**config.mk**
```make
export PLATFORM = sky130hd
export DESIGN_NAME = alu_trace_uart
export DESIGN_NICKNAME = d
export VERILOG_FILES = /design/src/rtl/alu_trace_uart.sv
export SDC_FILE = /design/constraint.sdc
export NUM_CORES = 1
export LEC_CHECK = 0
export BUFFER_PORTS_ARGS = -buffer_cell sky130_fd_sc_hd__buf_4
export CORE_MARGIN = 2
export CORE_UTILIZATION = 55
export DETAILED_ROUTE_END_ITERATION = 12
export GPL_TIMING_DRIVEN = 0
export PLACE_DENSITY = 0.74
export SYNTH_ARGS = -nofsm -noshare
export SYNTH_HDL_FRONTEND = slang
export SYNTH_SLANG_ARGS = --single-unit
export TNS_END_PERCENT = 30
```
**constraint.sdc**
```tcl
create_clock -name clk -period 3.2 [get_ports clk]
set_input_delay 0.32 -clock clk [delete_from_list [all_inputs] [get_ports clk]]
set_output_delay 0.32 -clock clk [all_outputs]
set_load 0.01 [all_outputs]
```
**src/rtl/alu_trace_uart.sv**
```systemverilog
// Capture side of the sm83_alu test harness: queues tagged ALU samples in a FIFO
// and streams each one to the host as three 8N1 bytes.
//
// state   | meaning
// S_IDLE  | line high, waiting for a queued record
// S_START | start bit (tx=0) for the current byte
// S_DATA  | eight data bits, LSB first
// S_STOP  | stop bit (tx=1), then next byte or back to idle
module alu_trace_uart #(
   parameter int CLK_DIV    = 104,
   parameter int DEPTH_LOG2 = 4
) (
   input  logic                  clk,
   input  logic                  reset,
   input  logic                  cap_valid,
   input  logic [6:0]            cap_tag,
   input  logic [7:0]            cap_result,
   input  logic                  cap_carry,
   input  logic                  cap_halfcarry,
   input  logic                  cap_zero,
   output logic                  tx,
   output logic                  busy,
   output logic [DEPTH_LOG2:0]   fifo_level,
   output logic                  overflow,
   output logic [7:0]            drop_count
);

   localparam int                DEPTH      = 1 << DEPTH_LOG2;
   localparam logic [15:0]       DIV_M1     = 16'(CLK_DIV - 1);
   localparam logic [DEPTH_LOG2:0] FULL_LEVEL = (DEPTH_LOG2 + 1)'(DEPTH);

   typedef enum logic [1:0] {S_IDLE, S_START, S_DATA, S_STOP} state_t;

   function automatic logic [7:0] rec_byte(input logic [17:0] rec, input logic [1:0] idx);
      case (idx)
         2'd0:    return {1'b1, rec[17:11]};
         2'd1:    return rec[10:3];
         default: return {5'b00000, rec[2:0]};
      endcase
   endfunction

   logic [17:0]           mem_q [DEPTH];
   logic [DEPTH_LOG2-1:0] wr_ptr_q, wr_ptr_d, rd_ptr_q, rd_ptr_d;
   logic [DEPTH_LOG2:0]   level_q, level_d;
   logic                  overflow_q, overflow_d;
   logic [7:0]            drop_q, drop_d;
   state_t                state_q, state_d;
   logic [15:0]           cnt_q, cnt_d;
   logic [2:0]            bit_q, bit_d;
   logic [1:0]            byte_q, byte_d;
   logic [7:0]            shift_q, shift_d;
   logic [17:0]           rec_q, rec_d;
   logic                  tx_q, tx_d;
   logic                  full, push, drop, pop;

   // Fullness is judged on the pre-edge level, so a same-cycle pop never frees a slot.
   assign full = (level_q == FULL_LEVEL);
   assign push = cap_valid && !full;
   assign drop = cap_valid && full;
   assign pop  = (state_q == S_IDLE) && (level_q != '0);

   always_comb begin
      wr_ptr_d   = wr_ptr_q;
      rd_ptr_d   = rd_ptr_q;
      level_d    = level_q;
      overflow_d = overflow_q;
      drop_d     = drop_q;
      if (push) wr_ptr_d = wr_ptr_q + DEPTH_LOG2'(1);
      if (pop)  rd_ptr_d = rd_ptr_q + DEPTH_LOG2'(1);
      case ({push, pop})
         2'b10:   level_d = level_q + (DEPTH_LOG2 + 1)'(1);
         2'b01:   level_d = level_q - (DEPTH_LOG2 + 1)'(1);
         default: level_d = level_q;
      endcase
      if (drop) begin
         overflow_d = 1'b1;
         if (drop_q != 8'hFF) drop_d = drop_q + 8'd1;
      end
   end

   always_comb begin
      state_d = state_q;
      cnt_d   = cnt_q;
      bit_d   = bit_q;
      byte_d  = byte_q;
      shift_d = shift_q;
      rec_d   = rec_q;
      tx_d    = tx_q;
      case (state_q)
         S_IDLE: begin
            tx_d = 1'b1;
            if (pop) begin
               state_d = S_START;
               cnt_d   = DIV_M1;
               byte_d  = 2'd0;
               rec_d   = mem_q[rd_ptr_q];
               shift_d = rec_byte(mem_q[rd_ptr_q], 2'd0);
               tx_d    = 1'b0;
            end
         end
         S_START: begin
            if (cnt_q == '0) begin
               state_d = S_DATA;
               cnt_d   = DIV_M1;
               bit_d   = 3'd0;
               tx_d    = shift_q[0];
            end else begin
               cnt_d = cnt_q - 16'd1;
            end
         end
         S_DATA: begin
            if (cnt_q == '0) begin
               cnt_d = DIV_M1;
               if (bit_q == 3'd7) begin
                  state_d = S_STOP;
                  tx_d    = 1'b1;
               end else begin
                  bit_d   = bit_q + 3'd1;
                  shift_d = shift_q >> 1;
                  tx_d    = shift_q[1];
               end
            end else begin
               cnt_d = cnt_q - 16'd1;
            end
         end
         S_STOP: begin
            if (cnt_q == '0) begin
               if (byte_q != 2'd2) begin
                  state_d = S_START;
                  cnt_d   = DIV_M1;
                  byte_d  = byte_q + 2'd1;
                  shift_d = rec_byte(rec_q, byte_q + 2'd1);
                  tx_d    = 1'b0;
               end else begin
                  state_d = S_IDLE;
               end
            end else begin
               cnt_d = cnt_q - 16'd1;
            end
         end
         default: begin
            state_d = S_IDLE;
            tx_d    = 1'b1;
         end
      endcase
   end

   always_ff @(posedge clk) begin
      if (push) mem_q[wr_ptr_q] <= {cap_tag, cap_result, cap_carry, cap_halfcarry, cap_zero};
   end

   always_ff @(posedge clk) begin
      if (reset) begin
         wr_ptr_q   <= '0;
         rd_ptr_q   <= '0;
         level_q    <= '0;
         overflow_q <= 1'b0;
         drop_q     <= 8'd0;
         state_q    <= S_IDLE;
         cnt_q      <= 16'd0;
         bit_q      <= 3'd0;
         byte_q     <= 2'd0;
         shift_q    <= 8'd0;
         rec_q      <= 18'd0;
         tx_q       <= 1'b1;
      end else begin
         wr_ptr_q   <= wr_ptr_d;
         rd_ptr_q   <= rd_ptr_d;
         level_q    <= level_d;
         overflow_q <= overflow_d;
         drop_q     <= drop_d;
         state_q    <= state_d;
         cnt_q      <= cnt_d;
         bit_q      <= bit_d;
         byte_q     <= byte_d;
         shift_q    <= shift_d;
         rec_q      <= rec_d;
         tx_q       <= tx_d;
      end
   end

   assign tx         = tx_q;
   assign busy       = (state_q != S_IDLE);
   assign fifo_level = level_q;
   assign overflow   = overflow_q;
   assign drop_count = drop_q;

endmodule

```
==> results.yml, run 1 <==
clock_tree:
  clock_latency_ns: 0.54
  clock_sinks: 364
  cts_root_buffer: "clkbuf_16"
  cts_tree: "done"
  cts_buffer_depth: 3
  htreeDepth: 2
  cts_hold_buf: 0
  numCtsBuffers: 38
  cts.clk_slew.worst_paths_ns: 0.06
pwr:
  power.share.clock_pct: 30.0
  p_switching_mw: 4.38
  power.total_mw: 13.7
  intPower_mw: 9.37
  pwr-share-comb_pct: 28.6
  ir_drop_mv: 0.433
  swShare_pct: 31.8
  p_leak_nw: 5.59
  pwr-share-seq_pct: 41.4
  p_per_area_mw_per_mm2: 804
cells_and_area:
  layout.nets: 1127
  drive_gt1_share_pct: 17.0
  final_cell_area_sq_mm: 0.0171
  syn_to_final_growth_pct: 15.0
  n_antenna_cell: 0
  final_util_pct: 63.9
synth:
  synth.most_common_cell: "edfxtp_1"
  yosys.area.top_type: "edfxtp_1"
  syn_avg_cell_area_sq_um: 15.0
  ys_top_cells_by_count: "288 x edfxtp_1, 80 x mux2i_1, 76 x dfxtp_1, 73 x nor2_1"
  synth.top_cells.by_area: "edfxtp_1 58%, dfxtp_1 10%, mux2i_1 5.4%, mux4_2 5.2%, a221oi_1 1.9%"
  synth_seq_cells: 364
  seq_area_frac_synth_pct: 68.5
  yosys.area.top_type_share_pct: 58.2
  postSynthCellCount: 992
  synthFlopType: "edfxtp_1"
  ys.warnings.count: 0
  synthDistinctLibCells: 64
  synth.net_count: 1035
  synth-edff-count: 288
  async_flop_share_pct: 0
  syn-cell-area_sq_mm: 0.0149
detailed_routing:
  firstDrtPassIters: 7
  remaining_drc_errors: 0
  drt_wl_total_mm: 33.4
  vias: 8947
  antenna_left: 0
  dr.first_iter.drc_count: 1191
  vias_per_cell: 6.16
  wl_per_cell_um: 23.0
place:
  numPortBuffers: 36
  placed_area_sq_mm: 0.0159
  place_ws_ns: -0.349
  dp_hpwl_mm: 22.4
  gp_congestion: 0.878
floorplan:
  dieArea_sq_mm: 0.0283
  ios: 37
  fp-row-count: 60
  core-area_sq_mm: 0.0267
  die_h_um: 168
  die_w_um: 168
  initial_utilization_pct: 55.6
job:
  timing.max_cap.violations: 0
grt:
  grt_pass1_wl_mm: 51.1
  grtUsageTotal_pct: 23.8
  grt_pass1_vias: 8879
  grt_overflow_total: 0
  grt_max_degree: 18
  antenna_found_initial: 0
worst_setup_path:
  endpoint_kind: "register"
  critPathSlowestCell: "buf_1"
  critical_path_class: "register to register"
  critPathRequiredTime_ns: 3.63
  cpMostUsedCell: "buf_2"
  max_stage_delay_ns: 0.74
  path_cells: "clkbuf_1 > buf_2 > buf_2 > buf_1 > mux2i_1 > a221oi_1 > o21ai_0 > a211oi_1"
  cp-start-kind: "register"
  arrival_ns: 3.45
  cp_max_fo: 10
timing:
  setup_viol: 0
  finalCriticalPeriod_ns: 3.03
  drv_slew: 0
  finClkSkew_ns: 0.0213
  period_share_pct: 94.6
  worstMarginPinSlew_ns: 1.24
  final_hold_viol_count: 0
  max_slew_margin_pct: 16.8
  fmax_mhz: 330
  fin_tns_setup_ns: 0
  worst_slack_ns: 0.172
  rsz0062_at_grt: "no"
status:
  run_status: "finished, final reports clean"
worst_hold_path:
  hold_class: "input port to register"
==> power by group through the flow <==
stage                     logic (mW)  clock network, mW  registers (mW)
after floorplan                 2.76                  0            5.72
after global placement          3.72                  0            5.77
after CTS                       3.90               4.19            5.68
after detailed placement        3.82                  0            5.78
after global routing            4.26               4.37            5.71
final                           3.93               4.13            5.69
==> routing by layer <==
layer,routed length [um],part of all wire [%],GRT usage [%]
met1,13700,41,32.1
met2,16000,48,39.3
met3,2800,8.4,4.96
met4,860,2.6,7.31
met5,0,0,0
==> final timing paths <==
| check | startpoint | end | cells past startpoint | slack [ns] |
|---|---|---|---|---|
| max | register | rec_q[0] | 8 | 0.17 |
| min | cap_valid | overflow | 3 | 0.06 |
| max reg2reg | register | rec_q[0] | 8 | 0.17 |
| min reg2reg | bit_q[2] | bit_q[2] | 2 | 0.46 |
==> sequential cells by signal, indices dropped and copies added (netlist names), named ones only <==
register    cells
fifo_level      5
rd_ptr_q        4
bit_q           3
drop_count      8
byte_q          2
rec_q          18
shift_q         8
cnt_q          16
wr_ptr_q        4
state_q         2
tx              1
overflow        1
mem_q         288
==> critical path, delay by kind of cell, from the launching register on <==
kind | cells | cell delay [ns]
compound gates | 3 | 0.72
buf+inv | 4 | 1.70
flops | 1 | 0.31
mux | 1 | 0.19
==> placed cells by master, fill, tap and decap left out, types with 4 or more instances in the layout <==
cell type and n:
dfxtp_1 76, xnor2_1 16, clkbuf_1 41, a21oi_1 26, edfxtp_1 288, or3_1 7
clkbuf_16 38, or4_1 4, clkinv_2 6, buf_4 38, a221oi_1 32, buf_1 8
nor3_2 4, a2111oi_0 10, mux2i_1 80, nand2b_1 6, nor4_1 16, a22oi_1 18
nor3_1 9, o21ai_0 41, a2bb2oi_1 6, a31oi_1 12, nor3b_1 14, buf_6 6
nor2b_1 5, buf_2 11, nand2_1 42, nor2_2 12, inv_1 19, xor2_1 9
nand3_1 8, nor2_1 61, clkinv_1 8, buf_8 9, ha_1 21, nand4_1 6
mux4_2 34
==> stage by stage <==
stage                     std cells  hold slack (ns)
after floorplan                 992            0.419
after global placement         1369            0.449
after detailed placement       1386            0.454
after CTS                      1452           0.0552
after global routing           1452           0.0720
final                          1452           0.0590
==> kinds of logic (layout without fill, tap and decap cells) <==
logic type	after synthesis	in the layout	synth area share, %
muxes	115	115	10.6
adders and majority gates	22	22	1.85
buffers and inverters	81	200	2.25
AOI/OAI and AO/OA	177	177	8.37
and+or+nand+nor	208	208	6.97
xor gates and xnor gates	25	25	1.47
DFF	364	364	68.5
==> what timing repair did <==
| item | CTS | global route |
|---|---|---|
| setup endpoints to repair | 2 | 2 |
| setup buffers | 1 | 0 |
| gates resized for setup | 4 | 3 |
==> layout make-up <==
cell class                 instances  area (sq um)
clock buffer                      47          1010
multi-input combinational        547          4430
buffer                            59           259
sequential                       364         10200
tap                              341           427
timing repair buffer              54           548
inverter                          20          80.1
clock inverter                    20           164
fill                            1924          9640
Power figures use the tool's default switching activity.
==> run 2: changes to the inputs <==
--- a/config.mk
+++ b/config.mk
@@ -6,11 +6,11 @@
 export NUM_CORES = 1
 export LEC_CHECK = 0
 export BUFFER_PORTS_ARGS = -buffer_cell sky130_fd_sc_hd__buf_4
-export CORE_MARGIN = 2
 export CORE_UTILIZATION = 55
 export DETAILED_ROUTE_END_ITERATION = 12
 export GPL_TIMING_DRIVEN = 0
 export PLACE_DENSITY = 0.74
+export REMOVE_ABC_BUFFERS = 1
 export SYNTH_ARGS = -nofsm -noshare
 export SYNTH_HDL_FRONTEND = slang
 export SYNTH_SLANG_ARGS = --single-unit
==> results.yml, run 2 (synthesis results as in run 1) <==
cells_and_area:
  mostFrequentLayoutCells: "288 x edfxtp_1, 80 x mux2i_1, 72 x dfxtp_1, 60 x nor2_1, 42 x nand2_1"
  final_util_pct: 64.9
  largest_reg_flops: 288
  n_antenna_cell: 0
  reg_top3: "mem_q (288), rec_q (18), cnt_q (16)"
  top_register: "mem_q"
  drive_gt1_share_pct: 18.3
  layout.nets: 1079
  final_common_cell: "edfxtp_1"
  fillers: 1872
  syn_to_final_growth_pct: 14.8
detailed_routing:
  wl_per_cell_um: 23.0
  vias: 8742
  antenna_left: 0
  wl_met2_mm: 15.9
  routed.top_layer: "met4"
  firstDrtPassIters: 9
  vias_per_cell: 6.25
  remaining_drc_errors: 3
  wl_met1_mm: 13.6
  dr_wl_met3_mm: 1.82
  dr.first_iter.drc_count: 722
  drt_wl_total_mm: 32.1
worst_setup_path:
  r2r-start: "fifo_level[0]"
  critical_path_class: "register to register"
  arrival_ns: 3.45
  regToRegSetupSlack_ns: 0.16
  cp-start-kind: "register"
  cp-startpoint: "fifo_level[0]"
  endpoint_kind: "register"
  rr_endpoint: "fifo_level[4]"
  reg2regPathDepth: 11
  critPathRequiredTime_ns: 3.61
  cp_max_fo: 14
  endpoint: "fifo_level[4]"
place:
  dp_hpwl_mm: 20.3
  gp_congestion: 0.806
  numPortBuffers: 36
clock_tree:
  cts_hold_buf: 0
  cts_root_buffer: "clkbuf_16"
  htreeDepth: 2
  clock_sinks: 364
  cts.clk_slew.worst_paths_ns: 0.06
  numCtsBuffers: 38
  cts_buffer_depth: 3
  cts_tree: "done"
  clock_latency_ns: 0.52
status:
  run_status: "finished with violations"
  violations: "design-rule violations"
grt:
  grt_overflow_total: 0
  grt_pass1_vias: 8612
  grt_pass1_wl_mm: 49.5
  antenna_found_initial: 0
  grt_max_degree: 53
  grtUsageTotal_pct: 23.5
timing:
  finClkSkew_ns: 0.0121
  hold_ws_ns: 0.0665
  drv_slew: 0
  final_hold_viol_count: 0
  max_slew_margin_pct: 17.5
  worstMarginPinSlew_ns: 1.23
  period_share_pct: 95.0
  fmax_mhz: 329
  setup_viol: 0
  finalCriticalPeriod_ns: 3.04
  fin_tns_setup_ns: 0
pwr:
  p_per_area_mw_per_mm2: 820
  ir_drop_mv: 0.465
  p_leak_nw: 5.58
floorplan:
  initial_utilization_pct: 56.5
  die_h_um: 166
  die_w_um: 166
  dieArea_sq_mm: 0.0277
  fp-row-count: 59
  ios: 37
  core-area_sq_mm: 0.0263
worst_hold_path:
  hold_class: "input port to register"
  hp-start: "cap_valid"
job:
  timing.max_cap.violations: 0
-- run 2: changes by cell type in the layout (fill, tap and decap cells not counted), sizes merged --
cell / delta
buf: -11
clkbuf: -32
clkinv: -8
bufinv: +3
clkinvlp: +1
clkdlybuf4s15: -1
-- run 2: how the worst min path moves through the flow --
stage          slack, ns  endpoint  cells past startpoint
4_1_cts             0.06  overflow                      3
2_1_floorplan       0.39  bit_q[1]                      1
3_5_place_dp        0.46  bit_q[1]                      2
5_1_grt             0.08  overflow                      3
3_3_place_gp        0.45  bit_q[2]                      2
6_report            0.07  overflow                      3
-- run 2: through the flow --
step	std cells	setup slack [ns]	instance area [sq um]	total power, mW
floorplan	931	-2.16	14600	8.40
detailed placement	1327	-1.60	15700	9.46
global route	1398	-0.0204	17100	14.6
global placement	1302	-5.18	15300	9.37
finish	1398	0.160	17100	14.0
CTS	1395	0.0130	17000	13.9
-- run 2: power breakdown --
group	total, mW	internal [mW]	switching [mW]
Combinational	3.73	1.62	2.10
Clock	4.38	2.63	1.75
Sequential	5.87	5.47	0.399
-- run 2: routing by layer --
metal / vias up / track usage (%)
li1: 3968 / -
met1: 4386 / 31.9
met2: 315 / 39.3
met3: 73 / 3.34
met4: 0 / 8.09
met5: - / 0
-- run 2: layout make-up --
| type | count | area, sq um | area share (%) |
|---|---|---|---|
| timing repair buffer | 64 | 681 | 3.99 |
| timing repair inverter | 1 | 8.76 | 0.0514 |
| multi-input combinational | 547 | 4430 | 26.0 |
| clock inverter | 15 | 185 | 1.09 |
| clock buffer | 52 | 1050 | 6.19 |
| tap | 335 | 419 | 2.46 |
| sequential | 364 | 10200 | 59.7 |
| inverter | 20 | 87.6 | 0.514 |
-- run 2: worst max-delay path, stage by stage (launching register included) --
cell and delay (ns):
dfxtp_1 0.38, or4_4 0.59, o21ai_4 0.26, clkinv_8 0.15, ha_2 0.27, xor2_1 0.16
ha_1 0.22, a211o_1 0.27, nand2_1 0.06, nand3b_1 0.07, a31oi_1 0.16, mux2_2 0.34
-- run 2: what timing repair did --
action,CTS,global route
gates resized for setup,5,4
endpoints found under the setup margin,31,1
pin swaps,1,1
gates cloned,0,1
setup buffers,1,2
==> run 3: changes to the inputs <==
--- a/config.mk
+++ b/config.mk
@@ -10,6 +10,7 @@
 export DETAILED_ROUTE_END_ITERATION = 12
 export GPL_TIMING_DRIVEN = 0
 export PLACE_DENSITY = 0.74
+export RECOVER_POWER = 100
 export REMOVE_ABC_BUFFERS = 1
 export SYNTH_ARGS = -nofsm -noshare
 export SYNTH_HDL_FRONTEND = slang
==> results.yml, run 3 (synthesis results as in run 1) <==
status:
  run_status: "finished with violations"
  violations: "design-rule violations"
cells_and_area:
  final_cell_area_sq_mm: 0.0170
  final_util_pct: 64.6
  top_register: "mem_q"
  reg_top3: "mem_q (288), rec_q (18), cnt_q (16)"
  fillers: 1891
  largest_reg_flops: 288
  n_antenna_cell: 0
  drive_gt1_share_pct: 16.6
  layout.nets: 1079
  syn_to_final_growth_pct: 14.3
  final_common_cell: "edfxtp_1"
  mostFrequentLayoutCells: "288 x edfxtp_1, 80 x mux2i_1, 72 x dfxtp_1, 60 x nor2_1, 42 x nand2_1"
grt:
  grtUsageTotal_pct: 23.5
  grt_max_degree: 53
  grt_pass1_vias: 8612
  grt_pass1_wl_mm: 49.5
  grt_overflow_total: 0
  antenna_found_initial: 0
worst_setup_path:
  endpoint_kind: "register"
  critPathRequiredTime_ns: 3.61
  critical_path_class: "register to register"
  arrival_ns: 3.46
  cp-start-kind: "register"
  cp_max_fo: 14
timing:
  final_hold_viol_count: 0
  finClkSkew_ns: 0.0113
  finalCriticalPeriod_ns: 3.05
  fmax_mhz: 328
  drv_slew: 0
  max_slew_margin_pct: 17.7
  setup_viol: 0
  worstMarginPinSlew_ns: 1.22
  period_share_pct: 95.4
  worst_slack_ns: 0.148
job:
  timing.max_cap.violations: 0
clock_tree:
  cts_buffer_depth: 3
  cts_root_buffer: "clkbuf_16"
  htreeDepth: 2
  cts.clk_slew.worst_paths_ns: 0.06
  numCtsBuffers: 38
  cts_tree: "done"
  clock_latency_ns: 0.52
  clock_sinks: 364
  cts_hold_buf: 0
floorplan:
  initial_utilization_pct: 56.5
  die_h_um: 166
  dieArea_sq_mm: 0.0277
  fp-row-count: 59
  die_w_um: 166
  ios: 37
  core-area_sq_mm: 0.0263
place:
  dp_hpwl_mm: 20.3
  gp_congestion: 0.806
  place_ws_ns: -1.60
  numPortBuffers: 36
  placed_area_sq_mm: 0.0157
detailed_routing:
  firstDrtPassIters: 9
  vias: 8795
  dr.first_iter.drc_count: 749
  remaining_drc_errors: 3
  wl_per_cell_um: 23.0
  vias_per_cell: 6.29
  antenna_left: 0
  drt_wl_total_mm: 32.1
pwr:
  p_per_area_mw_per_mm2: 822
  p_leak_nw: 5.51
  ir_drop_mv: 0.461
worst_hold_path:
  hold_class: "input port to register"
[run 3: cell count changes in the layout (fill, tap and decap cells not counted), sizes merged]
| cell | change |
|---|---|
| buf | -18 |
| clkbuf | +18 |
[run 3: stage by stage]
step                setup TNS [ns]  hold WS [ns]  instances  power [mW]
floorplan                   -35.35         0.389        931        8.40
global placement           -316.31         0.447       1302        9.37
detailed placement           -8.20         0.457       1327        9.46
CTS                              0        0.0566       1395        13.9
global route               -0.0204        0.0834       1398        14.6
finish                           0        0.0670       1398        14.0
[run 3: final timing paths]
check                startpoint            end  slack, ns  cells past startpoint
setup reg to reg  fifo_level[3]  fifo_level[4]       0.15                     11
hold reg to reg        bit_q[1]       bit_q[1]       0.46                      2
setup / recovery  fifo_level[3]  fifo_level[4]       0.15                     11
hold / removal        cap_valid       overflow       0.07                      3
[run 3: per-layer routing]
metal	up-vias	routed length, um	part of all wire [%]	GRT usage, %
met3	73	1950	6.1	3.34
met5	-	0	0	0
met2	320	15900	50	39.3
li1	3966	-	-	-
met1	4436	13400	42	31.9
met4	0	898	2.8	8.09
[run 3: cell type report]
type | instances | area (sq um) | share of cell area [%]
inverter | 20 | 87.6 | 0.516
tap | 335 | 419 | 2.47
timing repair inverter | 1 | 8.76 | 0.0516
timing repair buffer | 64 | 613 | 3.61
clock buffer | 52 | 1050 | 6.21
multi-input combinational | 547 | 4430 | 26.1
clock inverter | 15 | 185 | 1.09
sequential | 364 | 10200 | 59.9
[run 3: critical path: stages, from the launching register on]
cell and delay (ns):
dfxtp_1 0.36, or4_4 0.60, o21ai_4 0.27, clkinv_8 0.15
ha_2 0.27, xor2_1 0.16, ha_1 0.22, a211o_1 0.27
nand2_1 0.06, nand3b_1 0.07, a31oi_1 0.16, mux2_2 0.34
[run 3: report_power, final]
part	internal, mW	switching [mW]	total (mW)
combinational	1.61	2.11	3.72
sequential	5.47	0.401	5.87
clock	2.63	1.74	4.38
total	9.71	4.25	14.0
[run 3: repair_timing]
action	4_1_cts	5_1_grt
gates resized for setup	5	4
hold endpoints to repair	0	0
setup endpoints to repair	31	1
setup buffers	1	2
pin swaps	1	1
gates cloned	0	1
